==> src/rtl/aidc_lite_decomp_dispatch.sv <==
// aidc_lite_decomp_dispatch: routes stream packets to one decoder channel and merges its buffer writes
module aidc_lite_decomp_dispatch #(
  parameter int NUM_DEC = 3,
  parameter int DATA_W  = 32,
  parameter int BUF_AW  = 4,
  parameter int BUF_DW  = 64,
  parameter int TIMEOUT = 256
) (
  input  logic                      clk,
  input  logic                      rst_n,
  input  logic                      in_valid_i,
  input  logic                      in_sop_i,
  input  logic                      in_eop_i,
  input  logic [DATA_W-1:0]         in_data_i,
  output logic                      in_ready_o,
  output logic [NUM_DEC-1:0]        dec_valid_o,
  output logic                      dec_sop_o,
  output logic                      dec_eop_o,
  output logic [DATA_W-1:0]         dec_data_o,
  input  logic [NUM_DEC-1:0]        dec_wren_i,
  input  logic [NUM_DEC*BUF_AW-1:0] dec_waddr_i,
  input  logic [NUM_DEC*BUF_DW-1:0] dec_wdata_i,
  input  logic [NUM_DEC-1:0]        dec_done_i,
  output logic                      buf_wren_o,
  output logic [BUF_AW-1:0]         buf_waddr_o,
  output logic [BUF_DW-1:0]         buf_wdata_o,
  output logic                      done_o,
  output logic                      busy_o,
  output logic [15:0]               pkt_len_o,
  output logic                      err_o,
  output logic [1:0]                err_code_o
);
  localparam int SEL_W = 2;
  typedef enum logic [1:0] {IDLE, STREAM, DRAIN, WAIT_DONE} state_t;
  state_t state;
  logic [SEL_W-1:0] sel, new_sel, fsel;
  logic [15:0] cnt, cnt_nxt, wcnt;
  logic acc, sop_acc, bad, fwd, active, own_wr, hit, tmo, stray;
  assign busy_o     = state != IDLE;
  assign in_ready_o = state != WAIT_DONE;
  assign acc        = in_valid_i & in_ready_o;
  assign new_sel    = in_data_i[DATA_W-1 -: SEL_W];
  assign bad        = int'(new_sel) >= NUM_DEC;
  assign sop_acc    = acc & in_sop_i & (state == IDLE | state == STREAM);
  assign fwd        = sop_acc ? !bad : acc & state == STREAM;
  assign fsel       = sop_acc ? new_sel : sel;
  assign cnt_nxt    = sop_acc ? 16'd1 : cnt + 16'(cnt != 16'hFFFF);
  assign active     = state == STREAM | state == WAIT_DONE;
  assign own_wr     = active & dec_wren_i[sel];
  // Only the owning channel may write, and only while a packet is in flight
  assign stray      = |(active ? dec_wren_i & ~(NUM_DEC'(1) << sel) : dec_wren_i);
  assign hit        = state == WAIT_DONE & dec_done_i[sel];
  assign tmo        = state == WAIT_DONE & !hit & wcnt == 16'(TIMEOUT - 1);
  always_ff @(posedge clk or negedge rst_n) begin
    if (!rst_n) begin
      state       <= IDLE;
      sel         <= '0;
      cnt         <= '0;
      wcnt        <= '0;
      dec_valid_o <= '0;
      dec_sop_o   <= 1'b0;
      dec_eop_o   <= 1'b0;
      dec_data_o  <= '0;
      buf_wren_o  <= 1'b0;
      buf_waddr_o <= '0;
      buf_wdata_o <= '0;
      done_o      <= 1'b0;
      pkt_len_o   <= '0;
      err_o       <= 1'b0;
      err_code_o  <= '0;
    end else begin
      dec_valid_o <= fwd ? NUM_DEC'(1) << fsel : '0;
      if (fwd) {dec_sop_o, dec_eop_o, dec_data_o} <= {in_sop_i, in_eop_i, in_data_i};
      if (fwd) cnt <= cnt_nxt;
      if (fwd & in_eop_i) pkt_len_o <= cnt_nxt;
      if (sop_acc & !bad) sel <= new_sel;
      buf_wren_o  <= own_wr;
      buf_waddr_o <= own_wr ? dec_waddr_i[sel*BUF_AW +: BUF_AW] : '0;
      buf_wdata_o <= own_wr ? dec_wdata_i[sel*BUF_DW +: BUF_DW] : '0;
      done_o      <= hit;
      err_o       <= tmo | (sop_acc & bad) | stray;
      err_code_o  <= tmo ? 2'd2 : (sop_acc & bad) ? 2'd1 : stray ? 2'd3 : 2'd0;
      wcnt        <= state == WAIT_DONE ? wcnt + 16'd1 : '0;
      if (sop_acc & bad) state <= in_eop_i ? IDLE : DRAIN;
      else if (fwd) state <= in_eop_i ? WAIT_DONE : STREAM;
      else if (state == DRAIN & acc & in_eop_i) state <= IDLE;
      else if (hit | tmo) state <= IDLE;
    end
  end
endmodule

==> config.mk <==
export PLATFORM = sky130hd
export DESIGN_NAME = aidc_lite_decomp_dispatch
export DESIGN_NICKNAME = d
export VERILOG_FILES = /design/src/rtl/aidc_lite_decomp_dispatch.sv
export SDC_FILE = /design/constraint.sdc
export NUM_CORES = 1
export LEC_CHECK = 0
export ABC_AREA = 1
export ABC_CLOCK_PERIOD_IN_PS = 2900
export BUFFER_PORTS_ARGS = -buffer_cell sky130_fd_sc_hd__buf_2
export CAP_MARGIN = 20
export CORE_AREA = 4 4 144 146
export CTS_BUF_LIST = sky130_fd_sc_hd__clkbuf_8
export DETAILED_ROUTE_END_ITERATION = 8
export DIE_AREA = 0 0 148 150
export PLACE_DENSITY = 0.7
export SLEW_MARGIN = 5
export SYNTH_ARGS = -nofsm -noshare
export SYNTH_HDL_FRONTEND = slang
export SYNTH_SLANG_ARGS = --single-unit
==> constraint.sdc <==
create_clock -name clk -period 2.9 [get_ports clk]
set_clock_uncertainty 0.05 [all_clocks]
set_input_delay 0.29 -clock clk [delete_from_list [all_inputs] [get_ports clk]]
set_output_delay 0.29 -clock clk [all_outputs]
set_load 0.005 [all_outputs]
==> out/qor.txt <==
Worst-case clock buffer depth - 2
Worst setup path class - flip-flop to flip-flop
Avg WL per Cell - 15.4 um
Setup TNS - 0 ps
Worst relative slew slack - 0.490
Leakage - 6.22 nW
GR Overflow Total - 0
Die X - 148 um
Fmax - 478 MHz
Top-count cell post-synth - nand2_1
Clock latency at the later pin of the worst-skew pair - 440 ps
Clock share of power - 0.215
Total of warnings raised by yosys - 0
Post-CTS sizing - 0
CP startpoint kind - flip-flop
Final cell utilization of the core - 0.554
Sequential-to-total area share from yosys stat - 0.512
Clk root buf - clkbuf_8
Crit path DAT - 2350 ps
Initial antenna violation count - 7
Die Area - 22200 sq um
CP max FO - 5
CTS tree - done
Core region area - 19400 sq um
Int Pwr - 5.11 mW
RSZ-0062 raised after global routing - false
Most frequent cells after synthesis - 358 x nand2_1, 162 x dfrtp_1, 144 x o21ai_0, 121 x nor2_1, 113 x inv_1
Htree depth - 4
R2R depth - 12
Status - finished, final reports clean
Synth top area share - 0.512
Primary FF master, synth - dfrtp_1
Post-synth net total - 1316
DRC errors left - 0
Global-route wire length before repair - 42100 um
Area occupied by multi-input gates - 3150 sq um
Max_cap viols - 0
Synth Area per Inst - 7.42 sq um
Largest net degree at the start of global routing - 72
FP Rows - 51
Via count - 8226
Worst slew pin tran - 764 ps
Final setup margin - 806 ps
Post-layout nets - 1699
FFs w/ async S/R, synth - 1.00
Worst-path clk slew - 90 ps
Post-CTS Hold Fix Bufs - 32
Starting Density - 0.408
Final period utilization - 0.722
Layout area overhead - 35.9%
Hold wc startpoint - in_data_i[31]
Io pins - 375
Fin. max-slew vios - 0
Combinational power share - 0.398
P_sw - 3.31 mW
WHS - 77.4 ps
Clk sinks - 162
Setup bufs post-CTS - 0
Worst Hold Class - input pin to flip-flop
Synthesized flop and latch total - 162
Switching share of power - 0.393
Detail Route Antenna Nets - 0
DR vias/cell - 4.75
Pre-CTS setup slack - 863 ps
EDFF count, synth - 0
Register Area - 4060 sq um
Layout cell share with drive strength beyond 1 - 0.294
FF-to-FF Start - cnt[7]
Vias in the first global route - 8325
Routed WL - 26700 um
Pre-Repair DR Iteration Count - 5
Fillers - 1936
Gr usage total - 0.239
Port buffer count - 374
Area of the mapped netlist - 7910 sq um
Crit path required time - 3160 ps
Routability-driven placement congestion ratio - 0.907
Dominant cells by area after synthesis - dfrtp_1 51%, nand2_1 17%, o21ai_0 9.1%
Mapped Cells - 1066
Final Hold Vio Count - 0
Final min period - 2090 ps
Synth unique cells - 29
Setup Viol. Count Final - 0
Total power - 8.42 mW
TritonCTS buffer count - 17
WHS Path Cells - 3
Die Span Y - 150 um
Cell taking the most area after synthesis - dfrtp_1
Peak supply drop - 0.000429 V
Flop pwr share - 0.387
CP Capture Type - flip-flop
DPL Wire Length - 19700 um
Power per cell area - 783 nW/um^2
Initial DRC count - 416
Critical path origin - cnt[7]
path summary, 6_finish.rpt:
check,slack (ps),to
min reg2reg,420,dec_data_o[30]
max reg2reg,810,cnt[10]
min,80,dec_data_o[31]
min in group asynchronous,370,pkt_len_o[15]
max,810,cnt[10]
max in group asynchronous,1650,buf_wdata_o[24]
per-layer routing:
metal / share of wire / vias to the layer above / global-route usage / wire, um
met2: 0.52 / 270 / 0.418 / 13800
met3: 0.081 / 48 / 0.0887 / 2170
li1: - / 4091 / - / -
met5: 0.00079 / - / 0 / 21
met4: 0.021 / 4 / 0.0753 / 571
met1: 0.38 / 3813 / 0.271 / 10100
critical path, stage by stage, from the launching register on:
cell,delay [ps]
dfrtp_1,430
nand2_1,110
nor2_1,290
nand3_1,160
ha_1,200
nand2_1,110
inv_1,50
nand2_1,110
nor2_1,100
nand2_1,100
nand2_1,70
nand3_1,80
o21ai_0,90
state kept, by name, summed over array words and instances, names as in the netlist:
| signal | count |
|---|---|
| cnt | 16 |
| dec_sop_o | 1 |
| buf_wren_o | 1 |
| sel | 2 |
| pkt_len_o | 16 |
| wcnt | 16 |
| dec_valid_o | 3 |
| state | 2 |
| buf_wdata_o | 64 |
| buf_waddr_o | 4 |
| done_o | 1 |
| dec_data_o | 32 |
| err_code_o | 2 |
| err_o | 1 |
| dec_eop_o | 1 |
area by class of cell:
| class | count | share of cell area |
|---|---|---|
| multi-input combinational | 731 | 0.293 |
| tap | 265 | 0.0308 |
| sequential | 162 | 0.377 |
| clock inverter | 14 | 0.0173 |
| timing repair buffer | 420 | 0.217 |
| antenna | 6 | 0.00140 |
| clock buffer | 18 | 0.0230 |
| inverter | 117 | 0.0409 |
power groups by stage:
| stage | combinational (mW) | sequential, mW | clock, mW |
|---|---|---|---|
| 3_3_place_gp | 3.32 | 3.27 | 0 |
| 4_1_cts | 3.40 | 3.26 | 1.87 |
| 3_5_place_dp | 3.36 | 3.29 | 0 |
| 2_1_floorplan | 1.86 | 3.34 | 0 |
| 5_1_grt | 3.85 | 3.34 | 1.97 |
| 6_report | 3.35 | 3.26 | 1.81 |
cell families (layout without fill, tap and decap cells):
| group | Yosys count | count (layout) | synth area share |
|---|---|---|---|
| AND/OR/NAND/NOR | 538 | 538 | 0.268 |
| AO/OA/AOI/OAI | 187 | 187 | 0.120 |
| buffers and inverters | 173 | 569 | 0.0908 |
| flip-flops | 162 | 162 | 0.512 |
| adder cells (fa/ha/maj) | 3 | 3 | 0.00475 |
| XOR/XNOR | 3 | 3 | 0.00332 |
| other | 0 | 6 | 0 |
stage by stage:
step / area, sq um / instances
floorplan: 7910 / 1066
global placement: 9980 / 1663
detailed placement: 9980 / 1663
CTS: 10700 / 1727
global route: 10700 / 1731
finish: 10700 / 1733
layout by cell type, fill, tap and decap left out, types with 3 or more instances in the layout:
cell and n:
dfrtp_1 161, a21oi_1 15, clkbuf_8 18, inv_2 5
inv_1 111, o21ai_1 22, nor2_1 121, nand2_1 358
diode_2 6, dlygate4sd3_1 32, nor3_1 4, nand4_1 13
inv_6 5, nand3_1 35, buf_2 373, buf_4 12
bufinv_16 3, o21ai_0 144, ha_1 3
(Power assumes the default switching activity.)
